$ cat config.mk
export PLATFORM = sky130hd
export DESIGN_NAME = cache_mem_arbiter
export DESIGN_NICKNAME = d
export VERILOG_FILES = /design/src/rtl/cache_mem_arbiter.sv
export SDC_FILE = /design/constraint.sdc
export NUM_CORES = 1
export LEC_CHECK = 0
export CAP_MARGIN = 10
export CORE_AREA = 4 4 290 292
export CTS_CLUSTER_DIAMETER = 100
export DETAILED_ROUTE_END_ITERATION = 6
export DIE_AREA = 0 0 294 296
export MAX_ROUTING_LAYER = met4
export PLACE_DENSITY = 0.36
export SLEW_MARGIN = 10
export SYNTH_ARGS = -nofsm -noshare
export SYNTH_HDL_FRONTEND = slang
export SYNTH_SLANG_ARGS = --single-unit
$ cat constraint.sdc
create_clock -name clk -period 1.95 [get_ports clk]
set_input_delay 0.39 -clock clk [delete_from_list [all_inputs] [get_ports clk]]
set_output_delay 0.39 -clock clk [all_outputs]
set_load 0.02 [all_outputs]
$ cat src/rtl/cache_mem_arbiter.sv
// Round-robin arbiter sharing one line-wide memory port between the ICache
// refill path and the DCache refill/writeback path, one transaction at a time.
module cache_mem_arbiter #(
    parameter int LINE_WIDTH = 128,
    parameter int ADDR_WIDTH = 34
) (
    input  logic                  clk,
    input  logic                  rst,
    input  logic                  icacheReadEnable,
    input  logic [ADDR_WIDTH-1:0] icacheAddr,
    output logic                  icacheReadDone,
    output logic [LINE_WIDTH-1:0] icacheReadValue,
    input  logic                  dcacheReadEnable,
    input  logic                  dcacheWriteEnable,
    input  logic [ADDR_WIDTH-1:0] dcacheAddr,
    input  logic [LINE_WIDTH-1:0] dcacheWriteValue,
    output logic                  dcacheReadDone,
    output logic                  dcacheWriteDone,
    output logic [LINE_WIDTH-1:0] dcacheReadValue,
    output logic [ADDR_WIDTH-1:0] memAddr,
    output logic                  memReadEnable,
    output logic                  memWriteEnable,
    output logic [LINE_WIDTH-1:0] memWriteValue,
    input  logic                  memReadDone,
    input  logic [LINE_WIDTH-1:0] memReadValue,
    input  logic                  memWriteDone
);

    typedef enum logic [1:0] {
        IDLE         = 2'd0,
        ICACHE_READ  = 2'd1,
        DCACHE_READ  = 2'd2,
        DCACHE_WRITE = 2'd3
    } state_t;

    state_t                state_q, state_d;
    logic                  last_grant_q, last_grant_d;  // 1'b1 = DCache granted last
    logic [ADDR_WIDTH-1:0] addr_q, addr_d;
    logic [LINE_WIDTH-1:0] wdata_q, wdata_d;
    logic                  i_req_s;
    logic                  d_req_s;
    logic                  grant_i_s;

    assign i_req_s   = icacheReadEnable;
    assign d_req_s   = dcacheReadEnable | dcacheWriteEnable;
    // ICache wins when alone, or when both request and DCache had the last turn.
    assign grant_i_s = i_req_s & (~d_req_s | last_grant_q);

    // Next-state, grant bookkeeping and address/data latching.
    always_comb begin
        state_d      = state_q;
        last_grant_d = last_grant_q;
        addr_d       = addr_q;
        wdata_d      = wdata_q;
        case (state_q)
            IDLE: begin
                if (grant_i_s) begin
                    state_d      = ICACHE_READ;
                    last_grant_d = 1'b0;
                    addr_d       = icacheAddr;
                end else if (d_req_s) begin
                    last_grant_d = 1'b1;
                    addr_d       = dcacheAddr;
                    if (dcacheWriteEnable) begin
                        state_d = DCACHE_WRITE;
                        wdata_d = dcacheWriteValue;
                    end else begin
                        state_d = DCACHE_READ;
                    end
                end else begin
                    state_d = IDLE;
                end
            end
            ICACHE_READ, DCACHE_READ: begin
                if (memReadDone) begin
                    state_d = IDLE;
                end else begin
                    state_d = state_q;
                end
            end
            DCACHE_WRITE: begin
                if (memWriteDone) begin
                    state_d = IDLE;
                end else begin
                    state_d = DCACHE_WRITE;
                end
            end
            default: state_d = IDLE;
        endcase
    end

    // State, round-robin pointer and transaction latches.
    always_ff @(posedge clk) begin
        if (rst) begin
            state_q      <= IDLE;
            last_grant_q <= 1'b1;
            addr_q       <= '0;
            wdata_q      <= '0;
        end else begin
            state_q      <= state_d;
            last_grant_q <= last_grant_d;
            addr_q       <= addr_d;
            wdata_q      <= wdata_d;
        end
    end

    assign memAddr        = addr_q;
    assign memWriteValue  = wdata_q;
    assign memReadEnable  = (state_q == ICACHE_READ) || (state_q == DCACHE_READ);
    assign memWriteEnable = (state_q == DCACHE_WRITE);

    // Completions pass straight through; a done of the wrong kind is masked by state.
    assign icacheReadDone  = (state_q == ICACHE_READ) & memReadDone;
    assign dcacheReadDone  = (state_q == DCACHE_READ) & memReadDone;
    assign dcacheWriteDone = (state_q == DCACHE_WRITE) & memWriteDone;
    assign icacheReadValue = {LINE_WIDTH{icacheReadDone}} & memReadValue;
    assign dcacheReadValue = {LINE_WIDTH{dcacheReadDone}} & memReadValue;

endmodule

==> impl_metrics.json <==
{
  "path_buf_inv": 6,
  "dp_hpwl_mm": 53.7,
  "synth_area_per_cell_um2": 7.49,
  "max_slew_margin": 0.693,
  "ioPinCount": 754,
  "synth-main-ff-cell": "dfxtp_1",
  "clock_latency_ns": 0.48,
  "path_delay_family": "buffers and inverters",
  "drc_errors": 0,
  "cp_slowest_stage_delay_ns": 0.38,
  "final.period_utilization": 1.16,
  "drt_iter0_markers": 402,
  "grt_max_degree": 89,
  "die_y_um": 296,
  "drt_pass1_iterations": 4,
  "coreArea_um2": 81600,
  "finalHoldViolCount": 0,
  "start_util": 0.100,
  "rows": 105,
  "syn_inst": 1089,
  "maxCapViolations": 0,
  "port_buffers": 753,
  "status": "complete, but fails checks",
  "required_ns": 1.56,
  "violations": "negative setup slack",
  "rsz0062_at_grt": "yes",
  "hp-class": "in -> reg",
  "num_vias": 11241,
  "path_class": "reg -> out",
  "synth_async_sr_flop_share": 0,
  "nNetsFinal": 2240,
  "max_freq_mhz": 440,
  "finalSetupViolations": 257,
  "synth_cell_types": 27,
  "tightest_slew_ns": 0.463,
  "avgViaCountPerCell": 3.75,
  "grt-ovfl-total": 0,
  "area_delta_synth_final_pct": 155,
  "worst_hold_slack_ns": 0.285,
  "ant_nets": 0,
  "antenna_found_initial": 20,
  "end_kind": "primary output",
  "synthesis.nets": 1424,
  "grt_pass1_vias": 11934,
  "cts_buffers": 17,
  "clockBufferDepth": 2,
  "ys_seq_area_frac": 0.405,
  "power_density_nw_per_um2": 920,
  "yosysWarnings": 0,
  "clock-root-buffer": "clkbuf_16",
  "wl_per_cell_um": 23.0,
  "cp-start-kind": "flip-flop",
  "setup_tns_ns": -51.13,
  "die_area_um2": 87000,
  "clk_pin_slew_ns": 0.07,
  "fin_ws_ns": -0.321,
  "p_leak_nw": 8.18,
  "grt_pass1_wl_mm": 92.1,
  "vdd_ir_drop_max_uv": 689,
  "ys_ff_latch": 165,
  "drive_above_1_share": 0.379,
  "postCtsHoldBufs": 0,
  "slew_viol_final": 0,
  "period_needed_ns": 2.27,
  "grtUsageTotal": 0.153,
  "synth-edff-count": 0,
  "wl_mm": 69.0,
  "cts_max_level": 4,
  "die_w_um": 294,
  "gp_congestion": 0.821,
  "synth_area_um2": 8160,
  "cts_tree": "done",
  "cts_num_sinks": 165,
  "cp_max_fo": 7,
  "crit_chain": "inv_4, ha_4, buf_12, buf_12, buf_16, buf_6, and3_4, buf_6",
  "clock_skew_ns": 0.0190,
  "critPathSlowestCell": "dfxtp_4",
  "cp_data_arrival_time_ns": 1.88
}
==> metrics by stage <==
step | util | std cells | setup slack, ns | cell area (µm²) | power (mW)
2_1_floorplan | - | 1089 | 0.256 | 8160 | 8.24
3_3_place_gp | 0.216 | 2893 | -0.361 | 17600 | 13.1
3_5_place_dp | 0.216 | 2893 | -0.350 | 17600 | 13.1
4_1_cts | 0.245 | 2985 | -0.439 | 20000 | 19.1
5_1_grt | 0.255 | 2998 | -0.392 | 20800 | 20.1
6_report | 0.255 | 2998 | -0.321 | 20800 | 19.1
==> synthesized netlist by cell type (5+ instances only) <==
| library cell | n | area, µm² |
|---|---|---|
| nand2_1 | 314 | 1180 |
| and3_1 | 257 | 1610 |
| dfxtp_1 | 165 | 3300 |
| a21oi_1 | 130 | 651 |
| clkbuf_1 | 73 | 274 |
| buf_2 | 36 | 180 |
| nor2_1 | 36 | 135 |
| a311oi_2 | 30 | 450 |
| nand2_2 | 10 | 62.6 |
| buf_6 | 5 | 56.3 |
==> cell usage in the layout, fill, tap and decap left out, types with 2 or more instances in the layout <==
master           instances
buf_16                  12
dfxtp_1                163
and3_1                  41
a311oi_2                30
nor3_1                   2
clkdlybuf4s50_1        479
and2_4                   2
clkbuf_16               23
nand2_2                 10
o21ai_0                  2
inv_6                    3
clkbuf_1                 2
buf_8                   12
dfxtp_4                  2
ha_4                     4
clkinv_4                 2
buf_12                  45
dlygate4sd2_1            8
a21oi_1                130
dlymetal6s2s_1           2
nand2b_1                 4
and3_4                 216
buf_4                   78
diode_2                 10
nand2_1                314
inv_4                    2
clkinvlp_4               4
nor2_1                  36
buf_6                  272
a311oi_1                 3
==> per-layer routing <==
layer | vias to the layer above | track usage | share of wire
met5 | - | - | 0
met4 | 0 | 0.0297 | 0.014
met3 | 61 | 0.0531 | 0.081
met2 | 511 | 0.274 | 0.52
met1 | 5316 | 0.166 | 0.39
li1 | 5353 | - | -
==> sequential cells by signal (all words and copies together), names as in the netlist <==
signal and flops:
memWriteValue 128, state_q 2, memAddr 34, last_grant_q 1
==> final cells by class <==
type,instances,area [µm²]
fill,8820,60800
sequential,165,3310
multi-input combinational,805,5450
inverter,2,12.5
clock buffer,20,447
antenna,10,25.0
clock inverter,12,120
timing repair buffer,914,10100
tap,1070,1340
==> path summary, 6_finish.rpt <==
check	from	to	slack, ns	cells past startpoint
min reg2reg	memWriteValue[109]	memWriteValue[109]	0.45	2
max reg2reg	state_q[0]	memAddr[15]	0.25	7
min	rst	memWriteValue[17]	0.29	2
max	state_q[1]	icacheReadValue[49]	-0.32	8
==> power breakdown <==
group / leakage [nW] / internal, mW / total (mW) / switching, mW
sequential: 1.35 / 3.96 / 4.27 / 0.315
combinational: 6.57 / 5.90 / 11.4 / 5.53
clock: 0.266 / 1.81 / 3.44 / 1.63
total: 8.18 / 11.7 / 19.1 / 7.48
==> cell families (layout without fill, tap and decap cells) <==
family,Yosys count,count (layout),share of synthesized area
AND/OR/NAND/NOR,632,632,0.378
AO/OA/AOI/OAI,169,169,0.144
flip-flops,165,165,0.405
buffers and inverters,119,948,0.0678
adder cells (fa/ha/maj),4,4,0.00613
other,0,10,0
==> timing repair <==
item / 4_1_cts / 5_1_grt
gates resized for setup: 1506 / 211
setup buffers: 45 / 9
pin swaps: 6 / 5
gates cloned: 17 / 6
setup endpoints to repair: 306 / 259
No activity file was read; power rests on OpenSTA's default activity.
